File: src/rtl/display_pkg.sv
// Shared display definitions: 7-segment patterns, BCD decode and a width helper.
package display_pkg;

    // Active-high segment patterns, bit0 = A (top) ... bit6 = G (middle)
    localparam logic [6:0] SEG_0     = 7'h3F;
    localparam logic [6:0] SEG_1     = 7'h06;
    localparam logic [6:0] SEG_2     = 7'h5B;
    localparam logic [6:0] SEG_3     = 7'h4F;
    localparam logic [6:0] SEG_4     = 7'h66;
    localparam logic [6:0] SEG_5     = 7'h6D;
    localparam logic [6:0] SEG_6     = 7'h7D;
    localparam logic [6:0] SEG_7     = 7'h07;
    localparam logic [6:0] SEG_8     = 7'h7F;
    localparam logic [6:0] SEG_9     = 7'h6F;
    localparam logic [6:0] SEG_BLANK = 7'h00;

    // Largest legal BCD digit value
    localparam logic [3:0] BCD_MAX = 4'd9;

    typedef logic [3:0] bcd_t;

    // Decode one BCD digit; any non-BCD code shows as blank
    function automatic logic [6:0] bcd_to_seg(input bcd_t bcd);
        logic [6:0] pat;
        case (bcd)
            4'd0:    pat = SEG_0;
            4'd1:    pat = SEG_1;
            4'd2:    pat = SEG_2;
            4'd3:    pat = SEG_3;
            4'd4:    pat = SEG_4;
            4'd5:    pat = SEG_5;
            4'd6:    pat = SEG_6;
            4'd7:    pat = SEG_7;
            4'd8:    pat = SEG_8;
            4'd9:    pat = SEG_9;
            default: pat = SEG_BLANK;
        endcase
        return pat;
    endfunction

    // Ceiling log2 with a floor of 1 bit, so a counter always has a register
    function automatic int clog2(input int value);
        int width;
        width = 1;
        while ((32'sd1 <<< width) < value) begin
            width = width + 1;
        end
        return width;
    endfunction

endpackage

File: src/rtl/bcd_digit.sv
// One BCD digit of the counter chain: up/down step on carry/borrow-in, parallel load.
module bcd_digit
    import display_pkg::*;
(
    input  logic tg,
    input  logic rst_n,
    input  logic ci,
    input  logic up,
    input  logic load,
    input  bcd_t ld_val,
    output bcd_t q,
    output logic co
);

    bcd_t digit_r;
    bcd_t next_s;
    bcd_t ld_clean_s;

    // Non-BCD load codes are stored as zero
    always_comb begin
        ld_clean_s = 4'd0;
        if (ld_val > BCD_MAX) begin
            ld_clean_s = 4'd0;
        end else begin
            ld_clean_s = ld_val;
        end
    end

    // Next digit value and carry/borrow-out when this digit is stepped
    always_comb begin
        next_s = digit_r;
        co     = 1'b0;
        if (ci) begin
            if (up) begin
                if (digit_r >= BCD_MAX) begin
                    next_s = 4'd0;
                    co     = 1'b1;
                end else begin
                    next_s = digit_r + 4'd1;
                    co     = 1'b0;
                end
            end else begin
                if (digit_r == 4'd0) begin
                    next_s = BCD_MAX;
                    co     = 1'b1;
                end else begin
                    next_s = digit_r - 4'd1;
                    co     = 1'b0;
                end
            end
        end else begin
            next_s = digit_r;
            co     = 1'b0;
        end
    end

    // Digit register; load wins over a step in the same cycle
    always_ff @(posedge tg or negedge rst_n) begin
        if (!rst_n) begin
            digit_r <= 4'd0;
        end else if (load) begin
            digit_r <= ld_clean_s;
        end else begin
            digit_r <= next_s;
        end
    end

    assign q = digit_r;

endmodule

File: src/rtl/bcd_scan_counter.sv
// N-digit BCD up/down counter with a multiplexed 7-segment scan driver.
// Count and scan rates come from clock-enable prescalers on the single clock tg.
module bcd_scan_counter
    import display_pkg::*;
#(
    parameter int DIGITS         = 4,
    parameter int TICK_DIV       = 262144,
    parameter int SCAN_DIV       = 32768,
    parameter int SEG_ACTIVE_LOW = 0,
    parameter int DIG_ACTIVE_LOW = 0
) (
    input  logic                  tg,
    input  logic                  rst_n,
    input  logic                  en,
    input  logic                  up,
    input  logic                  load,
    input  logic [4*DIGITS-1:0]   load_val,
    input  logic                  blank_lz,
    output logic [4*DIGITS-1:0]   count,
    output logic                  wrap,
    output logic [6:0]            seg,
    output logic [DIGITS-1:0]     dig
);

    localparam int CNT_W  = clog2(TICK_DIV);
    localparam int SCAN_W = clog2(SCAN_DIV);
    localparam int IDX_W  = clog2(DIGITS);

    localparam logic [CNT_W-1:0]  CNT_LAST  = CNT_W'(TICK_DIV - 1);
    localparam logic [SCAN_W-1:0] SCAN_LAST = SCAN_W'(SCAN_DIV - 1);
    localparam logic [IDX_W-1:0]  IDX_LAST  = IDX_W'(DIGITS - 1);

    localparam bit SEG_INV = (SEG_ACTIVE_LOW != 32'sd0);
    localparam bit DIG_INV = (DIG_ACTIVE_LOW != 32'sd0);

    // Idle (all-inactive) output levels in the selected polarity
    localparam logic [6:0]        SEG_IDLE = SEG_INV ? 7'h7F : 7'h00;
    localparam logic [DIGITS-1:0] DIG_IDLE = DIG_INV ? {DIGITS{1'b1}} : {DIGITS{1'b0}};

    logic [CNT_W-1:0]    cnt_pre_r;
    logic [SCAN_W-1:0]   scan_pre_r;
    logic [IDX_W-1:0]    scan_idx_r;
    logic                cnt_tick_s;
    logic                scan_tick_s;
    logic [DIGITS:0]     carry_s;
    logic [4*DIGITS-1:0] digits_s;
    logic                wrap_r;

    logic [DIGITS-1:0]   blank_s;
    logic [DIGITS-1:0]   dig_onehot_s;
    logic                zero_above_s;
    bcd_t                sel_digit_s;
    logic                sel_blank_s;
    logic [6:0]          seg_pat_s;
    logic [6:0]          seg_r;
    logic [DIGITS-1:0]   dig_r;

    // Count tick only fires while enabled, so a held prescaler never ticks
    assign cnt_tick_s  = en && (cnt_pre_r == CNT_LAST);
    assign scan_tick_s = (scan_pre_r == SCAN_LAST);

    // Count prescaler: cleared by load, holds while disabled
    always_ff @(posedge tg or negedge rst_n) begin
        if (!rst_n) begin
            cnt_pre_r <= {CNT_W{1'b0}};
        end else if (load) begin
            cnt_pre_r <= {CNT_W{1'b0}};
        end else if (cnt_tick_s) begin
            cnt_pre_r <= {CNT_W{1'b0}};
        end else if (en) begin
            cnt_pre_r <= cnt_pre_r + CNT_W'(1);
        end else begin
            cnt_pre_r <= cnt_pre_r;
        end
    end

    // Scan prescaler: free-running
    always_ff @(posedge tg or negedge rst_n) begin
        if (!rst_n) begin
            scan_pre_r <= {SCAN_W{1'b0}};
        end else if (scan_tick_s) begin
            scan_pre_r <= {SCAN_W{1'b0}};
        end else begin
            scan_pre_r <= scan_pre_r + SCAN_W'(1);
        end
    end

    // Scan index walks 0..DIGITS-1 and back to 0 on each scan tick
    always_ff @(posedge tg or negedge rst_n) begin
        if (!rst_n) begin
            scan_idx_r <= {IDX_W{1'b0}};
        end else if (scan_tick_s) begin
            if (scan_idx_r == IDX_LAST) begin
                scan_idx_r <= {IDX_W{1'b0}};
            end else begin
                scan_idx_r <= scan_idx_r + IDX_W'(1);
            end
        end else begin
            scan_idx_r <= scan_idx_r;
        end
    end

    // Digit chain: digit 0 is stepped by the tick, the rest by carry/borrow
    assign carry_s[0] = cnt_tick_s;

    genvar g;
    generate
        for (g = 0; g < DIGITS; g++) begin : g_digit
            bcd_digit u_digit (
                .tg     (tg),
                .rst_n  (rst_n),
                .ci     (carry_s[g]),
                .up     (up),
                .load   (load),
                .ld_val (load_val[4*g +: 4]),
                .q      (digits_s[4*g +: 4]),
                .co     (carry_s[g+1])
            );
        end
    endgenerate

    // Wrap pulse: carry/borrow out of the top digit, suppressed by a concurrent load
    always_ff @(posedge tg or negedge rst_n) begin
        if (!rst_n) begin
            wrap_r <= 1'b0;
        end else begin
            wrap_r <= cnt_tick_s && !load && carry_s[DIGITS];
        end
    end

    // Leading-zero mask, scan one-hot and selected-digit mux
    always_comb begin
        zero_above_s = 1'b1;
        blank_s      = {DIGITS{1'b0}};
        dig_onehot_s = {DIGITS{1'b0}};
        sel_digit_s  = 4'd0;
        sel_blank_s  = 1'b0;
        for (int k = DIGITS - 1; k >= 1; k--) begin
            zero_above_s = zero_above_s && (digits_s[4*k +: 4] == 4'd0);
            blank_s[k]   = blank_lz && zero_above_s;
        end
        for (int k = 0; k < DIGITS; k++) begin
            dig_onehot_s[k] = (scan_idx_r == IDX_W'(k));
            sel_digit_s     = sel_digit_s | (digits_s[4*k +: 4] & {4{dig_onehot_s[k]}});
            sel_blank_s     = sel_blank_s | (blank_s[k] & dig_onehot_s[k]);
        end
        seg_pat_s = sel_blank_s ? SEG_BLANK : bcd_to_seg(sel_digit_s);
    end

    // Output registers: seg and dig update together; polarity applied only here
    always_ff @(posedge tg or negedge rst_n) begin
        if (!rst_n) begin
            seg_r <= SEG_IDLE;
            dig_r <= DIG_IDLE;
        end else begin
            seg_r <= SEG_INV ? ~seg_pat_s : seg_pat_s;
            dig_r <= DIG_INV ? ~dig_onehot_s : dig_onehot_s;
        end
    end

    assign count = digits_s;
    assign wrap  = wrap_r;
    assign seg   = seg_r;
    assign dig   = dig_r;

endmodule

File: config.mk
export PLATFORM = sky130hd
export DESIGN_NAME = bcd_scan_counter
export DESIGN_NICKNAME = d
export VERILOG_FILES = /design/src/rtl/display_pkg.sv /design/src/rtl/bcd_digit.sv /design/src/rtl/bcd_scan_counter.sv
export SDC_FILE = /design/constraint.sdc
export NUM_CORES = 1
export LEC_CHECK = 0
export BUFFER_PORTS_ARGS = -buffer_cell sky130_fd_sc_hd__buf_2
export CORE_MARGIN = 5
export CORE_UTILIZATION = 50
export DETAILED_ROUTE_END_ITERATION = 6
export PLACE_DENSITY = 0.75
export SYNTH_ARGS = -nofsm -noshare
export SYNTH_HDL_FRONTEND = slang
export SYNTH_SLANG_ARGS = --single-unit
File: constraint.sdc
create_clock -name tg -period 2.3 [get_ports tg]
set_input_delay 0.115 -clock tg [delete_from_list [all_inputs] [get_ports tg]]
set_output_delay 0.115 -clock tg [all_outputs]
set_load 0.02 [all_outputs]
# Word-level counts from Yosys, hierarchy flattened
# Memories as Yosys holds them, arrays and structs flattened.
# Cells that the tools add are included.
# totals
regBits	63
rom_bits	112
out_inout_bits	28
memories	1
# op_classes
addsub	11
order_cmp	8
eq_ne	5
mux	46
bitwise_logic	12
reduce_logical	19
# memory_table
name	words	width	rd	rd_ports_with_merged_regs	wr	line_no	text
(no name shown)	16	7	1	0	0	display_pkg.sv:25	case (bcd)
# op_table
cell	count
two-way mux 4 bit	24
two-way mux 18 bit	3
adder 18 x 1 -> 18 bit, second input constant	1
equality test 18 bit, second input constant	1
adder 4 x 1 -> 4 bit, second input constant	4
AND 4 bit	4
greater-or-equal comparator 4 bit, second input constant	4
> comparator 4 bit, second input constant	4
logical NOT 4 bit	4
two-way mux 1 bit	16
subtractor 4 x 1 -> 4 bit, second input constant	4
adder 15 x 1 -> 15 bit, second input constant	1
equality test 15 bit, second input constant	1
two-way mux 15 bit	1
OR 4 bit	3
logical AND 1 bit	8
nonzero test 2 bit	4
two-way mux 7 bit	1
equality test 2 bit, second input constant	2
AND 1 bit	3
nonzero test 3 bit	1
adder 2 x 1 -> 2 bit, second input constant	1
equality test 2 x 1 -> 1 bit, second input constant	1
logical NOT 2 bit	1
other kinds (3)	4

# Longest topological paths before layout
# Gate-level depths: netlist (run 1).
# depth
depth_word	8
depth_mapped	9

# Hierarchy
# From an unflattened synthesis (run 1), not the netlist that was laid out.
# unflattened
hier_cells	453
area_unflattened_um2	4098.9
# modules_own_cells
mod	instances	cells_each	area_each_um2	seq_area_each_um2
bcd_scan_counter	1	229	2337.2	1176.1
bcd_digit	4	56	440.4	100.1

# Worst setup path before layout (run 1)
# OpenSTA, ideal clock, no wires.
# synth_timing
path_kind	reg2reg
from	reg g_digit[1].u_digit.digit_r[0]
to	reg g_digit[2].u_digit.digit_r[1]
setup_ps	138
t_arrival_ps	2119
required_ps	2162
path_slack_ps	43
stages_incl_launch_ff	9
n_path_buf	1
path_cell_list	dfrtp_1 -> inv_1 -> ha_1 -> or3b_1 -> o22ai_1 -> and4_2 -> buf_2 -> mux2i_1 -> o22ai_1
# synth_between
elab_chain_cells	5
word_cells_on_any_way	7
classes_between	order compare (1); mux (4); reduce/logical (2)
# synth_lines
item	line_no	text
start: declaration	bcd_digit.sv:15	bcd_t digit_r;
start signal: assignment	bcd_digit.sv:62	digit_r <= ld_clean_s;
start signal: assignment	bcd_digit.sv:64	digit_r <= next_s;
greater-or-equal comparator 4 bit or logical NOT 4 bit (tied branches)	bcd_digit.sv:35, bcd_digit.sv:43	
two-way mux 1 bit, on equally long branches	bcd_digit.sv:35, bcd_digit.sv:43	
two-way mux 1 bit (*)	bcd_digit.sv:34	if (up) begin
two-way mux 1 bit (*)	bcd_digit.sv:33	if (ci) begin
nonzero test 2 bit (no line) (*)	-	
end signal: assignment	bcd_digit.sv:62	
end signal: assignment	bcd_digit.sv:64	
end: declaration	bcd_digit.sv:15	
# Mark *: on every way between the ends. The rest lies on a longest branch, timed or not.
# A chain may end at the register's enable or synchronous reset.

# Worst setup path after layout (run 1)
# layout_timing
from	reg scan_idx_r[0]
to	reg seg_r[0], in the netlist seg[0]
# layout_between
elab_chain_cells	7
word_cells_on_any_way	18
classes_between	eq/ne (3); mux (1); bitwise (12); reduce/logical (1); memory (1)
# layout_lines
item	line_no	text
start: declaration	bcd_scan_counter.sv:42	logic [IDX_W-1:0] scan_idx_r;
start signal: assignment	bcd_scan_counter.sv:91	scan_idx_r <= {IDX_W{1'b0}};
start signal: assignment	bcd_scan_counter.sv:94	scan_idx_r <= {IDX_W{1'b0}};
start signal: assignment	bcd_scan_counter.sv:96	scan_idx_r <= scan_idx_r + IDX_W'(1);
logical NOT 2 bit	bcd_scan_counter.sv:143	dig_onehot_s[k] = (scan_idx_r == IDX_W'(k));
net dig_onehot_s[0]	bcd_scan_counter.sv:50	logic [DIGITS-1:0] dig_onehot_s;
AND 4 bit	bcd_scan_counter.sv:144	sel_digit_s = sel_digit_s | (digits_s[4*k +: 4] & {4{dig_onehot_s[k]}});
OR 4 bit (3 in a row)	bcd_scan_counter.sv:144	
memory read (16 x 7 bit)	-	
two-way mux 7 bit	bcd_scan_counter.sv:147	seg_pat_s = sel_blank_s ? SEG_BLANK : bcd_to_seg(sel_digit_s);
net seg_pat_s[0]	bcd_scan_counter.sv:54	logic [6:0] seg_pat_s;
end signal: assignment	bcd_scan_counter.sv:156	seg_r <= SEG_INV ? ~seg_pat_s : seg_pat_s;
end: declaration	bcd_scan_counter.sv:55	logic [6:0] seg_r;
# The timed path passes the listed nets, and every way through them passes these cells.

==> results.md, run 1 <==
- Critical setup path kind: register to register
- Overflow after GRT: 0
- Vias per inst: about 5.7
- Largest net degree at the start of global routing: 35
- Post-synth top area share: 0.383
- Cells on Worst Hold Path: 3
- Top-Level Pins: 50
- Core ar.: ~8000 µm²
- Status: finished clean
- Maxcap violations: 0
- Hpwl dp: slightly above 7 mm
- WL final: about 10 mm
- Sequential cell area fraction in the yosys report: 0.383
- Mapped Area: between 4000 and 5000 µm²
- Reg2Reg Depth: 7
- Syn avg cell area: 8.99 µm²
- Slew headroom: 0.569
- Syn nets: 506
- RR Startpoint: scan_idx_r[0]
- Crit-path max FO: 10
- Gpl congestion: between 0.9 and 1
- Crit path launch type: register
- Yosys warnings: 0
- Slowest CP cell: a221oi_4
- Total Routing Usage GR: 0.203
- Diode insertion count for antenna repair: 0
- CTS root buffer: clkbuf_8
- Starting density of the core: 0.506
- Via Count: 3590
- Cts bufs inserted: 9
- Setup TNS: 0 ns
- Max Freq: between 400 and 500 MHz
- RSZ-0062 raised after global routing: no
- First DRT Iteration DRCs: 291
- Synthesis-to-finish area growth: 16.7%
- Met2 Use GR: 0.316
- Initial antenna violation count: 0
- Ys flop type: dfrtp_1
- Die X: ~100 µm
- M1 GR Usage: 0.271
- Hold Vio Cnt, Final: 0
- CTS clk-pin slew, worst paths: approximately 0.070 ns
- Final period utilization: 0.928
- Slew Viols, Final: 0
- Worst VDD drop: 0.350 mV
- Total leakage power: 2.24 nW
- Clock skew: ~0.013 ns
- Drt pass-1 iters: 4
- Post-synth ARST share: 1.00
- Actual slew at the worst max-slew pin: roughly 0.65 ns
- Core Util, Final: 0.591
- Required time worst endpoint: between 2 and 3 ns
- Crit path from: scan_idx_r[0]
- Row count: 33
- Final setup violating endpoints: 0
- Crit path time final: between 2 and 2.5 ns
- Post-Synthesis Cells: about 460
- Fraction of layout cells with a size suffix above 1: 0.201
- GRT Max-Usage Layer: met2
- Buffers on Ports: just under 50
- Crit-path cells: inv_1 > ha_1 > a22o_1 > a221oi_4 > nand2_1 > or2_2 > a21oi_1
- Worst setup EP type: register
- Clock buffer depth: 2
- Arr. time, crit path: 2.40 ns
- Die height: 101 µm
- Power, Total: around 2.7 mW
- Register bit total from synthesis: between 60 and 70
- CP max stage delay: 0.43 ns
- Hold path start: load_val[8]
- Global-route wire length before repair: 16.4 mm
- Clock sinks: 63
- # DRC: 0
- Main area contributors after synthesis: dfrtp_1 (38%), ha_1 (7.9%), o21ai_0 (3.9%)
- EDFF count, synth: 0
- Final ANT Viol Nets: 0
- Hold Path Class: input port to register
- Clk_lat worst skew: between 0.3 and 0.4 ns
- Commonest non-fill, non-tap cell in the layout: dfrtp_1
- DR WL/cell: 15.4 µm
- CTS tree: yes
- Power per cell area: 552 nW/µm²
- Most frequent cells in the layout: dfrtp_1 (63), buf_2 (49), nor2_1 (42)
- Htree depth: 3
- Post-CTS Setup Inserts: 0
- Nets@finish: about 570
- Vias in the first global route: 3479
- GR Util met3: 0.0450
- Synth area leader: dfrtp_1
- Die footprint: ~10000 µm²
- Distinct cells, synth: 66
-- power by group --
group          internal, mW  leakage (nW)  switching, mW
logic                 0.254          1.34          0.376
clock network         0.391        0.0833          0.433
registers              1.15         0.818         0.0454
-- worst paths after layout --
kind	to	slack, ns
min in group asynchronous	cnt_pre_r[13]	0.25
max in group asynchronous	dig[1]	1.32
max reg2reg	seg[0]	0.16
min	g_digit[2].u_digit.q[0]	0.01
max	seg[0]	0.16
min reg2reg	scan_pre_r[0]	0.46
-- stage by stage --
stage / hold slack [ns] / instance area (µm²) / setup slack, ns / instances
floorplan: -0.181 / 4120 / 0.0433 / 458
global placement: 0.0877 / 4580 / 0.209 / 614
detailed placement: 0.0988 / 4580 / 0.118 / 614
CTS: 0.00885 / 4780 / 0.0683 / 633
global route: 0.0373 / 4810 / 0.00573 / 633
finish: 0.0146 / 4810 / 0.165 / 633
-- cells in the mapped netlist (2+ instances only) --
| master | count |
|---|---|
| nor2_1 | 42 |
| or3_1 | 2 |
| o31ai_1 | 2 |
| a21oi_1 | 24 |
| o21ai_0 | 32 |
| nand2_1 | 41 |
| inv_1 | 26 |
| a32oi_1 | 3 |
| o21bai_1 | 2 |
| mux2i_1 | 13 |
| a211o_1 | 2 |
| nor4_1 | 3 |
| nor2b_1 | 9 |
| buf_2 | 4 |
| ha_1 | 26 |
| nand2b_1 | 2 |
| o211ai_1 | 2 |
| clkbuf_1 | 14 |
| and3_1 | 3 |
| a22o_1 | 2 |
| and2_1 | 5 |
| or3b_2 | 2 |
| o22ai_1 | 10 |
| xor2_1 | 17 |
| and4_2 | 3 |
| nand3_1 | 18 |
| a31oi_1 | 5 |
| dfrtp_1 | 63 |
| nand3b_1 | 2 |
| a221oi_1 | 2 |
| nand4_1 | 10 |
| nor4b_1 | 4 |
| nor4bb_1 | 2 |
| a22oi_1 | 2 |
| nor3_1 | 11 |
| o21a_1 | 2 |
| xnor2_1 | 12 |
| or2_2 | 2 |
| nor3b_1 | 5 |
-- worst max-delay path, delay by kind of cell (launching register included) --
kind / cells / cell delay, ns
fa+ha+maj: 1 / 0.28
simple gates: 2 / 0.47
compound gates: 3 / 0.84
flops: 1 / 0.38
buf+inv: 1 / 0.10
-- flip-flops by register name, summed over array words and instances (netlist names) --
name	flops
dig	4
scan_pre_r	15
cnt_pre_r	18
seg	7
scan_idx_r	2
wrap	1
g_digit.u_digit.q	16
-- final cells by class --
type,count,area [µm²]
fillers,693,3330
multi-input cells,349,2380
flip-flops and latches,63,1580
repair buffers,74,453
clock buffers,11,131
well taps,105,131
inverters,26,97.6
clock inverters,5,35.0
-- logic make-up after synthesis --
logic type	Yosys count	share of synthesized area
AOI/OAI and AO/OA	102	0.161
xor gates and xnor gates	29	0.0617
adders and majority gates	26	0.0790
buffers and inverters	46	0.0450
DFF	63	0.383
muxes	14	0.0343
and+or+nand+nor	178	0.236
-- timing repair --
item / CTS / global route
setup endpoints to repair: 0 / 6
resized for setup: 0 / 4
hold endpoints to repair: 20 / 0
hold buffers: 3 / 0
-- layer usage --
layer	routed length [µm]	part of all wire
met1	4480	0.46
met2	4480	0.46
met3	490	0.050
met4	295	0.030
met5	0	0
No activity file was read; power rests on OpenSTA's default activity.
==> run 2, diff against run 1 <==
- RECOVER_POWER: unset -> 25
==> results.md, run 2 (synthesis results as in run 1) <==
- Slew headroom: 0.237
- Global-route wire length before repair: about 16 mm
- Die footprint: 10200 µm²
- Hpwl dp: just over 7 mm
- Final ANT Viol Nets: 0
- Total leakage power: 2.21 nW
- Core Util, Final: 0.589
- Drt pass-1 iters: 5
- Via Count: 3634
- Worst setup EP type: register
- Clock sinks: 63
- Required time worst endpoint: roughly 2.6 ns
- Core ar.: 8130 µm²
- Post-CTS Setup Inserts: 0
- CTS root buffer: clkbuf_8
- Hold Vio Cnt, Final: 0
- Largest net degree at the start of global routing: 35
- Arr. time, crit path: approximately 2.4 ns
- DR WL/cell: roughly 15 µm
- Fraction of layout cells with a size suffix above 1: 0.182
- Cts bufs inserted: 9
- Clock skew: 0.0125 ns
- Status: finished clean
- Total Routing Usage GR: 0.203
- Die height: a little over 100 µm
- Most frequent cells in the layout: dfrtp_1 (63), nor2_1 (42), nand2_1 (41)
- Nets@finish: approximately 570
- Power per cell area: about 550 nW/µm²
- Max Freq: ~470 MHz
- CTS tree: yes
- Row count: 33
- CTS clk-pin slew, worst paths: 0.07 ns
- Vias in the first global route: approximately 3500
- Slew Viols, Final: 0
- Actual slew at the worst max-slew pin: roughly 1.1 ns
- Slowest CP cell: or3b_1
- CP max stage delay: ~0.4 ns
- Crit path launch type: register
- Final period utilization: 0.925
- Vias per inst: about 5.7
- Worst VDD drop: between 0.3 and 0.4 mV
- Max reg flops: 18
- Crit-path max FO: 10
- Top-Level Pins: 50
- Overflow after GRT: 0
- Register with the most flip-flops: cnt_pre_r
- Clk_lat worst skew: 0.35 ns
- Maxcap violations: 0
- Worst Path Buf+Inv: 1
- Diode insertion count for antenna repair: 0
- First DRT Iteration DRCs: between 200 and 300
- Initial antenna violation count: 0
- Htree depth: 3
- Gpl congestion: 0.916
- Final setup violating endpoints: 0
- Die X: roughly 100 µm
- Hold Path Class: input port to register
- # DRC: 0
- Starting density of the core: 0.506
- Buffers on Ports: 49
- Crit path time final: 2.13 ns
- Clock buffer depth: 2
- Setup TNS: 0 ns
- Critical setup path kind: register to register
- Crit-path cells: inv_1 > ha_1 > or3b_1 > o22ai_2 > nand4_4 > a2111o_1 > a31oi_1
- WL final: a little under 10 mm
- Commonest non-fill, non-tap cell in the layout: dfrtp_1
- Crit path max-delay family: compound AO/OA/AOI/OAI gates
- RSZ-0062 raised after global routing: no
- Synthesis-to-finish area growth: 16.3%
## run 2: changes by cell type in the layout (fill, tap and decap cells not counted), sizes merged
cell	before	now
buf	71	60
clkbuf	11	22
## run 2: report_power, final
part | leakage, nW | switching [mW] | internal [mW]
combinational | 1.31 | 0.377 | 0.248
sequential | 0.818 | 0.0462 | 1.15
clock | 0.0833 | 0.434 | 0.391
total | 2.21 | 0.857 | 1.79
## run 2: path summary, 6_finish.rpt
check / depth (start not counted) / endpoint / start / slack (ns)
setup / recovery: 7 / g_digit[3].u_digit.q[2] / g_digit[1].u_digit.q[0] / 0.17
setup reg to reg: 7 / g_digit[3].u_digit.q[2] / g_digit[1].u_digit.q[0] / 0.17
hold / removal: 3 / g_digit[2].u_digit.q[0] / load_val[8] / 0.01
max in group asynchronous: 3 / wrap / rst_n / 0.71
min in group asynchronous: 2 / cnt_pre_r[13] / rst_n / 0.51
hold reg to reg: 1 / scan_pre_r[0] / scan_pre_r[0] / 0.46
## run 2: what timing repair did
item | in CTS | in global routing
hold buffers | 3 | 0
gates resized for setup | 0 | 4
endpoints found under the hold margin | 20 | 0
setup endpoints to repair | 0 | 6
## run 2: tightest hold or removal path, delay by kind of cell
kind | cells | cell delay, ns
buffers and inverters | 1 | 0.08
AND/OR/NAND/NOR | 1 | 0.06
AO/OA/AOI/OAI | 1 | 0.06
## run 2: through the flow
step	worst slack [ns]	std cells	total power, mW	hold WS, ns	area [µm²]
after floorplan	0.0433	458	1.61	-0.181	4120
after global placement	0.209	614	1.82	0.0877	4580
after detailed placement	0.118	614	1.83	0.0988	4580
after CTS	0.0683	633	2.68	0.00885	4780
after global routing	0.00573	633	2.81	0.0373	4790
final	0.173	633	2.65	0.0134	4790
## run 2: area by class of cell
cell class	instances	area (µm²)
Clock inverter	5	35.0
Inverter	26	97.6
Sequential cell	63	1580
Multi-Input combinational cell	349	2380
Clock buffer	11	131
Fill cell	694	3340
Tap cell	105	131
Timing Repair Buffer	74	435
## run 2: layer usage
layer	global-route usage	vias up	routed length [µm]
met2	0.316	128	4430
met3	0.0450	31	513
li1	-	1767	-
met1	0.271	1708	4510
met4	0.0881	0	329
met5	0	-	0
==> run 3, diff against run 2 <==
- GPL_TIMING_DRIVEN: unset -> 0
==> results.md, run 3 (synthesis results as in run 1) <==
- Drt pass-1 iters: 5
- Vias per inst: a little under 6
- Hold path start: load_val[0]
- Power per cell area: 547 nW/µm²
- Crit-path max FO: 7
- Crit path launch type: register
- Largest net degree at the start of global routing: 38
- RR Startpoint: g_digit[0].u_digit.q[1]
- RSZ-0062 raised after global routing: no
- Slew Viols, Final: 27
- Worst VDD drop: between 0.3 and 0.4 mV
- Hold Path Class: input port to register
- Worst setup EP type: register
- Vias in the first global route: around 3600
- Fraction of layout cells with a size suffix above 1: 0.197
- Register-to-register setup slack: roughly 0.072 ns
- Cts bufs inserted: 9
- Commonest non-fill, non-tap cell in the layout: dfrtp_1
- Buffers on Ports: 47
- Clock sinks: 63
- Setup WS pre-CTS: -0.192 ns
- CTS clk-pin slew, worst paths: roughly 0.070 ns
- Total Routing Usage GR: 0.211
- CTS root buffer: clkbuf_8
- Top-Level Pins: 50
- Core ar.: about 8100 µm²
- Hold Vio Cnt, Final: 0
- Hpwl dp: about 7.4 mm
- Max reg flops: 18
- Starting density of the core: 0.506
- Min setup slack post-route: 0.0720 ns
- CP max stage delay: 0.47 ns
- Crit path time final: around 2.2 ns
- Final ANT Viol Nets: 0
- Fin Hold WS: 0.0195 ns
- Initial antenna violation count: 0
- Diode insertion count for antenna repair: 0
- Nets@finish: between 500 and 600
- CTS tree: yes
- Global-route wire length before repair: ~17 mm
- Clock skew: 0.0111 ns
- Slew headroom: -0.0588
- Worst Path Buf+Inv: 1
- Actual slew at the worst max-slew pin: roughly 1.6 ns
- Max Freq: 449 MHz
- Synthesis-to-finish area growth: 18.0%
- Status: finished, violations left
- Register with the most flip-flops: cnt_pre_r
- Clk_lat worst skew: 0.35 ns
- Fill cells: roughly 720
- # DRC: 0
- Final setup violating endpoints: 0
- Die footprint: 10200 µm²
- Maxcap violations: 1
- Slowest CP cell: dfrtp_2
- Gpl congestion: between 0.9 and 1
- Crit path max-delay family: compound AO/OA/AOI/OAI gates
- Critical setup path kind: register to register
- Post-route cell area: 4860 µm²
- Row count: 33
- Die X: about 100 µm
- Failing checks: capacitance limit, slew limit
- Total leakage power: around 2.2 nW
- Most frequent cells in the layout: dfrtp_1 (57), nor2_1 (42), buf_2 (41)
- Htree depth: 3
- Final period utilization: 0.969
- First DRT Iteration DRCs: slightly below 300
- WL final: just over 10 mm
- Crit path from: g_digit[0].u_digit.q[1]
- Crit-path cells: inv_2 > ha_1 > or3b_4 > o22ai_4 > nand4_4 > a2111o_1 > a31oi_1
- Placed cell area: around 4500 µm²
- Die height: about 100 µm
- DR WL/cell: 16.0 µm
- Required time worst endpoint: ~2.6 ns
- Arr. time, crit path: between 2 and 2.5 ns
- Power, Total: between 2 and 3 mW
- Overflow after GRT: 0
- Clock buffer depth: 2
- Via Count: around 3700
==> run 3: final timing paths <==
check                                     endpoint  depth (start not counted)
min reg2reg                          scan_pre_r[0]                          1
max in group asynchronous  g_digit[1].u_digit.q[1]                          2
max                        g_digit[3].u_digit.q[2]                          7
min in group asynchronous             cnt_pre_r[4]                          2
max reg2reg                g_digit[3].u_digit.q[2]                          7
min                        g_digit[0].u_digit.q[0]                          3
==> run 3: power by group <==
group | total (mW) | leakage, nW | switching (mW) | internal [mW]
combinational | 0.631 | 1.29 | 0.382 | 0.249
clock | 0.817 | 0.0801 | 0.431 | 0.386
sequential | 1.21 | 0.810 | 0.0534 | 1.16
total | 2.66 | 2.18 | 0.866 | 1.79
==> run 3: worst reg2reg max path, delay by kind of cell, from the launching register on <==
kind                     cells  cell delay (ns)
buffers and inverters        1             0.11
AND/OR/NAND/NOR              2             0.61
AO/OA/AOI/OAI                3             0.79
adder cells (fa/ha/maj)      1             0.19
flip-flops                   1             0.47
==> run 3: final cells by class <==
class	count	area [µm²]	share of cell area
clock inverters	4	22.5	0.00463
clock buffers	12	135	0.0278
flip-flops and latches	63	1580	0.326
repair buffers	62	360	0.0742
plain buffers	18	80.1	0.0165
inverters	26	97.6	0.0201
multi-input cells	349	2450	0.504
well taps	105	131	0.0270
==> run 3: through the flow <==
stage / cells / TNS (ns) / utilization
after floorplan: 458 / 0 / -
after global placement: 610 / -0.718 / 0.551
after detailed placement: 611 / -1.15 / 0.554
after CTS: 634 / 0 / 0.587
after global routing: 639 / 0 / 0.597
final: 639 / 0 / 0.597
==> run 3: what timing repair did <==
| action | CTS | global route |
|---|---|---|
| resized for setup | 12 | 17 |
| setup buffers | 2 | 7 |
| hold buffers | 5 | 0 |
| endpoints found under the hold margin | 30 | 0 |
| pin swaps | 1 | 2 |
| setup endpoints to repair | 13 | 26 |
==> run 3: metal layers <==
metal	vias to the layer above	GRT usage	wire (µm)
li1	1775	-	-
met1	1772	0.271	4420
met2	115	0.338	4930
met3	23	0.0574	621
met4	0	0.0839	255
met5	-	0	0
